<file path="src/rtl/hazard_unit.sv">
// Pipeline hazard controller: load-use stalls, branch flushes and data-memory wait
// stalls, with a saturating stall-cycle counter and a sticky memory-timeout flag.
module hazard_unit #(
    parameter int STALL_CNT_W = 16,
    parameter int MEM_TIMEOUT = 255
) (
    input  logic                   i_clk,
    input  logic                   i_rst_n,
    input  logic                   i_id_valid,
    input  logic                   i_id_uses_rs1,
    input  logic                   i_id_uses_rs2,
    input  logic [4:0]             i_id_rs1,
    input  logic [4:0]             i_id_rs2,
    input  logic                   i_ex_mem_r_en,
    input  logic [4:0]             i_ex_reg_dst,
    input  logic                   i_branch_taken,
    input  logic                   i_mem_req,
    input  logic                   i_mem_ack,
    input  logic                   i_cnt_clr,
    output logic                   o_pc_stall,
    output logic                   o_if_id_stall,
    output logic                   o_if_id_flush,
    output logic                   o_id_ex_bubble,
    output logic                   o_ex_mem_stall,
    output logic [1:0]             o_state,
    output logic [STALL_CNT_W-1:0] o_stall_count,
    output logic                   o_mem_timeout
);

    localparam int WAIT_W = $clog2(MEM_TIMEOUT + 1);

    typedef enum logic [1:0] {
        ST_RUN      = 2'd0,
        ST_LOAD_USE = 2'd1,
        ST_MEM_WAIT = 2'd2,
        ST_FLUSH    = 2'd3
    } state_e;

    state_e                 state_q, state_d;
    logic [WAIT_W-1:0]      wait_q, wait_d;
    logic                   timeout_q, timeout_d;
    logic [STALL_CNT_W-1:0] cnt_q, cnt_d;

    logic load_use, mem_busy;
    logic pc_stall, if_id_stall, if_id_flush, id_ex_bubble, ex_mem_stall;

    assign load_use = i_id_valid & i_ex_mem_r_en & (i_ex_reg_dst != 5'd0) &
                      ((i_id_uses_rs1 & (i_id_rs1 == i_ex_reg_dst)) |
                       (i_id_uses_rs2 & (i_id_rs2 == i_ex_reg_dst)));
    assign mem_busy = i_mem_req & ~i_mem_ack;

    // NOTE: every always_comb output gets a default first so no path can infer a latch.
    always_comb begin
        pc_stall     = 1'b0;
        if_id_stall  = 1'b0;
        if_id_flush  = 1'b0;
        id_ex_bubble = 1'b0;
        ex_mem_stall = 1'b0;
        state_d      = ST_RUN;
        if (mem_busy) begin
            pc_stall     = 1'b1;
            if_id_stall  = 1'b1;
            ex_mem_stall = 1'b1;
            state_d      = ST_MEM_WAIT;
        end else if (i_branch_taken && state_q != ST_FLUSH) begin
            if_id_flush  = 1'b1;
            id_ex_bubble = 1'b1;
            state_d      = ST_FLUSH;
        end else if (load_use && state_q == ST_RUN) begin
            pc_stall     = 1'b1;
            if_id_stall  = 1'b1;
            id_ex_bubble = 1'b1;
            state_d      = ST_LOAD_USE;
        end
    end

    // Wait counter holds the number of busy cycles in the current wait, including this one.
    always_comb begin
        wait_d    = '0;
        timeout_d = timeout_q;
        if (mem_busy) begin
            if (state_q != ST_MEM_WAIT)
                wait_d = WAIT_W'(1);
            else if (wait_q < WAIT_W'(MEM_TIMEOUT))
                wait_d = wait_q + WAIT_W'(1);
            else
                wait_d = wait_q;
            if (wait_d == WAIT_W'(MEM_TIMEOUT))
                timeout_d = 1'b1;
        end
        cnt_d = cnt_q;
        if (i_cnt_clr)
            cnt_d = '0;
        else if (pc_stall && cnt_q != '1)
            cnt_d = cnt_q + STALL_CNT_W'(1);
    end

    // NOTE: sequential state uses non-blocking assignments so all registers update together.
    always_ff @(posedge i_clk or negedge i_rst_n) begin
        if (!i_rst_n) begin
            state_q   <= ST_RUN;
            wait_q    <= '0;
            timeout_q <= 1'b0;
            cnt_q     <= '0;
        end else begin
            state_q   <= state_d;
            wait_q    <= wait_d;
            timeout_q <= timeout_d;
            cnt_q     <= cnt_d;
        end
    end

    // Controls are forced low while reset is held, whatever the inputs are doing.
    assign o_pc_stall     = i_rst_n & pc_stall;
    assign o_if_id_stall  = i_rst_n & if_id_stall;
    assign o_if_id_flush  = i_rst_n & if_id_flush;
    assign o_id_ex_bubble = i_rst_n & id_ex_bubble;
    assign o_ex_mem_stall = i_rst_n & ex_mem_stall;
    assign o_state        = state_q;
    assign o_stall_count  = cnt_q;
    assign o_mem_timeout  = timeout_q;

endmodule

</file>
<file path="config.mk">
export PLATFORM = sky130hd
export DESIGN_NAME = hazard_unit
export DESIGN_NICKNAME = d
export VERILOG_FILES = /design/src/rtl/hazard_unit.sv
export SDC_FILE = /design/constraint.sdc
export NUM_CORES = 1
export LEC_CHECK = 0
export BUFFER_PORTS_ARGS = -buffer_cell sky130_fd_sc_hd__buf_2
export CAP_MARGIN = 25
export CORE_ASPECT_RATIO = 1.25
export CORE_MARGIN = 4
export CORE_UTILIZATION = 28
export DETAILED_ROUTE_END_ITERATION = 16
export GPL_ROUTABILITY_DRIVEN = 0
export PLACE_DENSITY = 0.6
export REMOVE_ABC_BUFFERS = 1
export SLEW_MARGIN = 20
export SYNTH_ARGS = -nofsm -noshare
export SYNTH_HDL_FRONTEND = slang
export SYNTH_SLANG_ARGS = --single-unit
</file>
<file path="constraint.sdc">
create_clock -name i_clk -period 2.15 [get_ports i_clk]
set_input_delay 0.215 -clock i_clk [delete_from_list [all_inputs] [get_ports i_clk]]
set_output_delay 0.215 -clock i_clk [all_outputs]
set_load 0.1 [all_outputs]
</file>
After elaboration in Yosys (flattened, before gate mapping)
Cells that the tools add are included.
{"block": "word_totals", "register_bits": 27, "out_inout_bits": 24, "word_cells": 49}
{"block": "classes", "addsub": 2, "n_lt_le_gt_ge": 1, "n_eq_ne": 6, "muxes": 17, "bitwise_logic": 12, "reduce_logical": 7}
{"cell": "two-way mux 16 bit", "n": 2}
{"cell": "two-way mux 8 bit", "n": 4}
{"cell": "adder 16 x 1 -> 16 bit (second input constant)", "n": 1}
{"cell": "inequality test 16 bit (second input constant)", "n": 1}
{"cell": "bitwise AND 1 bit", "n": 10}
{"cell": "equality test 5 bit", "n": 2}
{"cell": "two-way mux 1 bit", "n": 9}
{"cell": "adder 8 x 1 -> 8 bit (second input constant)", "n": 1}
{"cell": "equality test 8 bit (second input constant)", "n": 1}
{"cell": "less-than comparator 8 bit (second input constant)", "n": 1}
{"cell": "nonzero test 5 bit", "n": 1}
{"cell": "two-way mux 2 bit", "n": 2}
{"cell": "inequality test 2 bit (second input constant)", "n": 2}
{"cell": "logical AND 1 bit", "n": 3}
{"cell": "logical NOT 2 bit", "n": 1}
{"cell": "AND reduction 2 bit", "n": 1}
{"cell": "nonzero test 2 bit", "n": 1}
{"cell": "inverter 1 bit", "n": 1}
{"cell": "OR 1 bit", "n": 1}

Logic depth before layout (Yosys ltp)
Gate-level depths: netlist (run 1).
{"block": "depth", "depth_word": 11, "mapped_depth": 9, "mapped_depth_nobuf": 7}

Least setup slack after synthesis (run 1)
Ideal clock, no wire load.
{"block": "synth_path", "path_type": "register to output", "from": "register state_q[0] (netlist: o_state[0])", "to": "output o_pc_stall", "t_arrival_ps": 3401, "required_time_ps": 1935, "slack_ps": -1466, "path_stages_with_launch": 6, "n_path_buf": 1, "path_cell_list": "dfrtp_1 -> nor4bb_1 -> o211a_1 -> a21oi_1 -> nor2b_1 -> buf_4"}
{"block": "synth_via", "elab_chain_cells": 6}
{"element": "start: declaration", "line_no": "39", "source": "state_e state_q, state_d;"}
{"element": "start signal: assignment", "line_no": "106", "source": "state_q <= state_d;"}
{"element": "logical NOT 2 bit", "line_no": "69", "source": "end else if (load_use && state_q == ST_RUN) begin"}
{"element": "logical AND 1 bit", "line_no": "69"}
{"element": "two-way mux 1 bit"}
{"element": "two-way mux 1 bit (*) (2 in series)"}
{"element": "bitwise AND 1 bit (*)"}
{"element": "end: declaration", "line_no": "20", "source": "output logic o_pc_stall,"}
Every way passes the cells marked *; elsewhere a longest branch is shown, timed or not.

Worst setup path after layout (run 1)
{"block": "layout_path", "from": "register state_q[0] (netlist: o_state[0])", "to": "output o_if_id_stall"}
{"block": "layout_via", "elab_chain_cells": 6}
{"element": "logical NOT 2 bit", "line_no": "69"}
{"element": "logical AND 1 bit", "line_no": "69"}
{"element": "two-way mux 1 bit", "line_no": "69"}
{"element": "two-way mux 1 bit (*)", "line_no": "65", "source": "end else if (i_branch_taken && state_q != ST_FLUSH) begin"}
{"element": "two-way mux 1 bit (*)", "line_no": "60", "source": "if (mem_busy) begin"}
{"element": "bitwise AND 1 bit (*)", "line_no": "115", "source": "assign o_if_id_stall = i_rst_n & if_id_stall;"}
{"element": "end: declaration", "line_no": "21", "source": "output logic o_if_id_stall,"}
Marked as above.

==> results of run 1 <==
-- layer usage --
metal,GRT usage [%],vias to the layer above
met2,21.8,26
met3,2.55,2
met5,0,-
met1,13.7,762
met4,2.67,0
li1,-,821
-- layout by cell type (no fill, tap or decap), drive strengths merged, types with 2 or more instances in the layout --
master	count
nor4b	2
o21ai	12
o21bai	2
nand3	13
mux2i	2
nand4	7
nor2b	4
clkbuf	4
xnor2	12
nor3	4
ha	2
a21oi	24
buf	70
or3	8
nor3b	4
or4	3
and2	3
and3	4
nor2	9
nand2	12
inv	2
dfrtp	27
o31ai	2
-- registers in the layout, indices dropped and copies added (netlist names) --
register and count:
wait_q 8, o_mem_timeout 1, o_stall_count 16, o_state 2
-- cell families (layout without fill, tap and decap cells) --
| family | count (synthesis) | count (layout) | synth area share [%] |
|---|---|---|---|
| multiplexers | 3 | 3 | 1.84 |
| adder cells (fa/ha/maj) | 2 | 2 | 1.47 |
| flip-flops | 27 | 27 | 39.7 |
| XOR/XNOR | 13 | 13 | 6.69 |
| AO/OA/AOI/OAI | 52 | 52 | 19.7 |
| AND/OR/NAND/NOR | 78 | 78 | 26.6 |
| buffers and inverters | 11 | 77 | 4.04 |
-- worst max-delay path: stages (launching register included) --
cell and delay (ns):
sky130_fd_sc_hd__dfrtp_1 0.42, sky130_fd_sc_hd__nor4bb_4 0.33, sky130_fd_sc_hd__o211a_1 0.22, sky130_fd_sc_hd__a21oi_1 0.09
sky130_fd_sc_hd__nor2b_2 0.27, sky130_fd_sc_hd__buf_12 0.21
-- power by group through the flow --
stage | registers, uW | logic, uW | clock network, uW
after CTS | 520 | 223 | 308
after detailed placement | 530 | 221 | 0
after global routing | 523 | 240 | 330
final | 522 | 223 | 290
after floorplan | 573 | 87.3 | 0
after global placement | 530 | 220 | 0
-- repair_timing --
item	4_1_cts	5_1_grt
hold buffers	1	0
gates resized for setup	1	2
setup endpoints to repair	2	12
setup buffers	0	4
endpoints found under the hold margin	5	0
pin swaps	0	2
-- area by class of cell --
type	instances	area share, %
inverter	2	0.331
sequential	27	29.8
multi-input combinational	148	43.0
tap	82	4.53
clock buffer	4	1.99
timing repair buffer	71	20.3
-- metrics by stage --
| stage | util, % | cells | cell area [um2] | total power [uW] |
|---|---|---|---|---|
| finish | 38.7 | 334 | 2270 | 1030 |
| global route | 38.7 | 334 | 2270 | 1090 |
| CTS | 37.9 | 330 | 2220 | 1050 |
| detailed placement | 37.0 | 325 | 2160 | 751 |
| global placement | 37.0 | 325 | 2160 | 749 |
| floorplan | - | 177 | 1640 | 661 |
-- path summary, 6_finish.rpt --
check                                   start                to
worst max-delay path               o_state[0]     o_if_id_stall
worst min-delay path                i_mem_req        o_state[1]
worst max register to register     o_state[0]  o_stall_count[6]
worst min register to register  o_mem_timeout     o_mem_timeout
max in group asynchronous             i_rst_n  o_stall_count[2]
min in group asynchronous             i_rst_n         wait_q[0]
==> results.py, run 1 <==
metrics = {
    "timing": {
        "finalHoldWorstSlack_ns": 0.251,
        "timing_worst_slew_pin_value_ns": 0.497,
        "timing.max_slew.rel_slack_pct": 67.1,
        "timing_hold_violations_final": 0,
        "postLayoutSetupSlackWorst_ns": 0.105,
        "timing.clock.skew_ns": 0.00202,
        "finalSetupViolations": 0,
        "slew_viol_final": 0,
        "fin_setup_tns_ns": 0,
        "rsz_0062_raised_after_global_routing": "false",
        "fmax_mhz": 489,
        "post_route_fraction_of_the_period_consumed_by_the_critical_path_pct": 95.1,
        "timing.final.crit_period_ns": 2.04,
    },
    "synth": {
        "synth_largest_type_area_fraction_pct": 39.7,
        "synthFlopType": "sky130_fd_sc_hd__dfrtp_1",
        "synth_area_leaders": "sky130_fd_sc_hd__dfrtp_1 40%, sky130_fd_sc_hd__a21oi_1 6.8%, sky130_fd_sc_hd__xnor2_1 6.2%",
        "synth_edf_count": 0,
        "post-synth-top-area-cell": "sky130_fd_sc_hd__dfrtp_1",
        "post_synth.cell_area_avg_um2": 9.16,
        "async_reset_ff_share_pct": 100,
        "synth.most_common_cell": "sky130_fd_sc_hd__dfrtp_1",
        "yosys_warnings": 0,
        "synth_seq_cells": 27,
        "synth.yosys.seq_area_share_pct": 39.7,
        "post_synth_inst_count": 186,
        "post_synth_most_frequent_cells": "27 x sky130_fd_sc_hd__dfrtp_1, 23 x sky130_fd_sc_hd__a21oi_1, 13 x sky130_fd_sc_hd__nand3_1, 12 x sky130_fd_sc_hd__nand2_1, 12 x sky130_fd_sc_hd__xnor2_1",
        "ys_types": 50,
        "synthesis.area_um2": 1700,
    },
    "floorplan": {
        "rows": 31,
        "die_height_um": 95.2,
        "initial_core_utilization_pct": 29.1,
        "die_width_um": 77.8,
        "boundaryPins": 49,
        "floorplan.die_area_um2": 7400,
        "placeableCoreArea_um2": 5860,
    },
    "place": {
        "place_hpwl_um": 3350,
        "buffer_ports.inserted": 48,
        "place_worst_setup_slack_ns": 0.0182,
    },
    "grt": {
        "grt_pass1_vias": 1598,
        "grt_pass1_wl_um": 7110,
        "grt_start_max_net_pins": 18,
        "antenna_found_initial": 0,
        "grt.total_usage_pct": 11.7,
        "overflow": 0,
    },
    "pwr": {
        "static-leakage-power_uw": 0.00105,
        "powerDensity_nw_per_um2": 456,
        "p_sw_uw": 311,
        "sw_frac_of_total_pct": 30.1,
        "p_int_uw": 723,
        "sequential_power_share_pct": 50.4,
        "power.share.combinational_pct": 21.6,
        "power.clock.fraction_pct": 28.0,
        "peakVddDrop_mv": 0.246,
    },
    "route": {
        "drt_iter0_drc": 67,
        "met1_length_um": 1860,
        "drt_pass1_iterations": 4,
        "maxUsedRoutingLayer": "met4",
        "drt-vias-per-instance": 4.82,
        "via_count": 1611,
        "drc": 0,
        "route.met3.wl_um": 168,
        "final_antenna_net_count": 0,
        "wl_per_cell_um": 12.7,
        "finalWirelength_um": 4250,
        "met2_wirelength_um": 2200,
    },
    "critical_path": {
        "reg2reg_depth": 7,
        "critPathArrivalTime_ns": 1.83,
        "worstSetupStartpointType": "flop",
        "setup.worst_path.class": "reg -> out",
        "worst-endpoint-required_ns": 1.93,
        "timing.critical_path.fanout_max": 2,
        "r2r_setup_slack_ns": 0.11,
        "worst_setup_ep_type": "output pin",
    },
    "clock_tree": {
        "clk_root_buffer_cell": "sky130_fd_sc_hd__clkbuf_8",
        "cts.path.max_buffers": 2,
        "clock_insertion_delay_worst_skew_ns": 0.27,
        "clock_edge_transition_at_the_registers_on_the_reported_setup_and_hold_paths_ns": 0.09,
        "tritoncts.num_buffers": 3,
        "tritoncts": "yes",
        "clk_sink_count": 27,
        "cts.htree.levels": 1,
    },
    "worst_hold_path": {
        "worstHoldPathCells": 3,
        "min_path_type": "in -> reg",
    },
    "final_layout": {
        "multiInputGateArea_um2": 976,
        "drive_above_1_share_pct": 32.1,
        "areaGrowthSynthToFinish_pct": 33.1,
        "final_net_count": 280,
        "area.sequential_um2": 676,
        "diodes": 0,
        "fillers": 611,
    },
    "run_status": {
        "status": "completed",
    },
    "job": {
        "timing.max_cap.violations": 0,
    },
}
(Power assumes the default switching activity.)
==> inputs of run 2 (changes only) <==
--- a/config.mk
+++ b/config.mk
@@ -14,6 +14,7 @@
 export GPL_ROUTABILITY_DRIVEN = 0
 export PLACE_DENSITY = 0.6
 export REMOVE_ABC_BUFFERS = 1
+export SETUP_SLACK_MARGIN = 0.3
 export SLEW_MARGIN = 20
 export SYNTH_ARGS = -nofsm -noshare
 export SYNTH_HDL_FRONTEND = slang
==> run 2 against run 1 <==
- die area unchanged
- count of clock-buffer cells in the layout did not move
- via count grew 5.5%
- maximum frequency grew 3.5%
- clock skew is 0.0035 ns higher
- critical path depth rose by 2
- non-clock buffer count is 12 higher
- design area rose by 8.4%
- critical path type is now reg -> reg
==> results.py, run 2 (synthesis gave the netlist of run 1 again) <==
metrics = {
    "timing": {
        "finalSetupViolations": 0,
        "rsz_0062_raised_after_global_routing": "true",
        "post_route_fraction_of_the_period_consumed_by_the_critical_path_pct": 91.9,
        "slew_viol_final": 0,
        "timing_worst_slew_pin_value_ns": 0.497,
        "timing.clock.skew_ns": 0.00553,
        "timing.final.crit_period_ns": 1.98,
        "fin_setup_tns_ns": 0,
        "postLayoutSetupSlackWorst_ns": 0.175,
        "timing_hold_violations_final": 0,
        "timing.max_slew.rel_slack_pct": 67.1,
        "fmax_mhz": 506,
    },
    "critical_path": {
        "worstPathBufferInverterCount": 1,
        "timing.critical_path.fanout_max": 6,
        "critPathArrivalTime_ns": 2.18,
        "cp_cell_sequence": "nor4bb_4 > o211a_1 > a21boi_4 > a21oi_4 > buf_6 > or3_1 > a21oi_1",
        "worstSetupStartpointType": "flop",
        "worst_setup_ep_type": "flop",
        "timing.critical_path.slowest_cell_delay_ns": 0.41,
        "cpMaxStageDelayCell": "sky130_fd_sc_hd__dfrtp_1",
        "worst_path_dominant_cell_family": "compound AO/OA/AOI/OAI gates",
        "setup.worst_path.class": "reg -> reg",
        "worst-endpoint-required_ns": 2.36,
    },
    "place": {
        "place_area_um2": 2160,
        "buffer_ports.inserted": 48,
        "place_hpwl_um": 3350,
        "place_worst_setup_slack_ns": 0.0182,
    },
    "floorplan": {
        "placeableCoreArea_um2": 5860,
        "die_width_um": 77.8,
        "floorplan.die_area_um2": 7400,
        "rows": 31,
        "initial_core_utilization_pct": 29.1,
        "boundaryPins": 49,
        "die_height_um": 95.2,
    },
    "final_layout": {
        "number_of_flip_flops_under_the_largest_register_name": 16,
        "areaGrowthSynthToFinish_pct": 44.4,
        "layout_common_cells": "45 x sky130_fd_sc_hd__buf_2, 29 x sky130_fd_sc_hd__buf_4, 27 x sky130_fd_sc_hd__dfrtp_1",
        "final_net_count": 293,
        "stdcell_area_um2": 2460,
        "diodes": 0,
        "layout.cells.most_common": "sky130_fd_sc_hd__buf_2",
        "drive_above_1_share_pct": 38.5,
        "fillers": 583,
    },
    "pwr": {
        "report.power.total_uw": 1060,
        "static-leakage-power_uw": 0.00112,
        "powerDensity_nw_per_um2": 433,
        "peakVddDrop_mv": 0.233,
    },
    "grt": {
        "antenna_found_initial": 0,
        "grt_start_max_net_pins": 18,
        "grt_pass1_wl_um": 7510,
        "grt.total_usage_pct": 12.4,
        "overflow": 0,
        "grt_pass1_vias": 1712,
    },
    "clock_tree": {
        "cts.path.max_buffers": 2,
        "cts.htree.levels": 1,
        "tritoncts.num_buffers": 3,
        "clock_edge_transition_at_the_registers_on_the_reported_setup_and_hold_paths_ns": 0.09,
        "clk_root_buffer_cell": "sky130_fd_sc_hd__clkbuf_8",
        "clk_sink_count": 27,
        "clock_insertion_delay_worst_skew_ns": 0.28,
        "tritoncts": "yes",
    },
    "job": {
        "timing.max_cap.violations": 0,
    },
    "route": {
        "drc": 0,
        "finalWirelength_um": 4590,
        "drt-vias-per-instance": 4.90,
        "drt_iter0_drc": 69,
        "drt_pass1_iterations": 4,
        "final_antenna_net_count": 0,
        "wl_per_cell_um": 13.2,
        "via_count": 1699,
    },
    "run_status": {
        "status": "completed",
    },
    "worst_hold_path": {
        "min_path_type": "in -> reg",
    },
}
==> run 2: cell types whose count changed in the layout (fill, tap and decap cells not counted), moves of 2 or more <==
cell and change:
sky130_fd_sc_hd__a21oi_4 +2, sky130_fd_sc_hd__a21oi_2 +3, sky130_fd_sc_hd__nor4b_1 -2, sky130_fd_sc_hd__buf_6 +3, sky130_fd_sc_hd__a21oi_1 -4, sky130_fd_sc_hd__buf_4 +7
==> run 2: final timing paths <==
path	from	end	slack (ns)	cells after the start
min in group asynchronous	i_rst_n	o_stall_count[15]	0.48	3
max in group asynchronous	i_rst_n	wait_q[2]	1.00	3
worst max-delay path	o_state[1]	o_stall_count[8]	0.17	7
worst max register to register	o_state[1]	o_stall_count[8]	0.17	7
worst min register to register	o_mem_timeout	o_mem_timeout	0.47	1
worst min-delay path	i_mem_ack	o_state[0]	0.28	3
==> run 2: report_power, final <==
| group | switching [uW] | internal (uW) |
|---|---|---|
| clock network | 159 | 133 |
| logic | 158 | 93.5 |
| registers | 5.99 | 514 |
==> run 2: timing repair <==
item | CTS | global route
pin swaps | 26 | 5
cloned | 2 | 0
gates resized for setup | 15 | 7
setup endpoints to repair | 18 | 21
hold buffers | 2 | 0
hold endpoints to repair | 5 | 0
buffers inserted | 10 | 4
==> run 2: final cells by class <==
class,instances,area (um2),area share [%]
Clock buffer,4,45.0,1.83
Inverter,2,7.51,0.305
Multi-Input combinational cell,149,1060,43.3
Sequential cell,27,676,27.5
Tap cell,82,103,4.17
Timing Repair Buffer,83,564,23.0
==> run 2: tightest hold or removal path, delay by kind of cell <==
family                 cells  cell delay (ns)
AND/OR/NAND/NOR            1             0.08
buffers and inverters      1             0.09
AO/OA/AOI/OAI              1             0.13
==> run 2: per-stage QoR <==
stage | hold slack (ns) | util [%] | cells
after detailed placement | 0.0771 | 37.0 | 325
final | 0.285 | 42.0 | 347
after global placement | 0.0777 | 37.0 | 325
after CTS | 0.244 | 40.8 | 343
after global routing | 0.306 | 42.0 | 347
after floorplan | -0.0806 | - | 177
==> run 2: per-layer routing <==
metal  global-route usage, %  routed length [um]  vias to the layer above  share of wire (%)
met3                    2.55                 153                        2                3.3
li1                        -                   -                      852                  -
met4                    2.67                  20                        0               0.44
met1                    13.8                1950                      822                 43
met2                    24.1                2470                       23                 54
met5                       0                   0                        -                  0
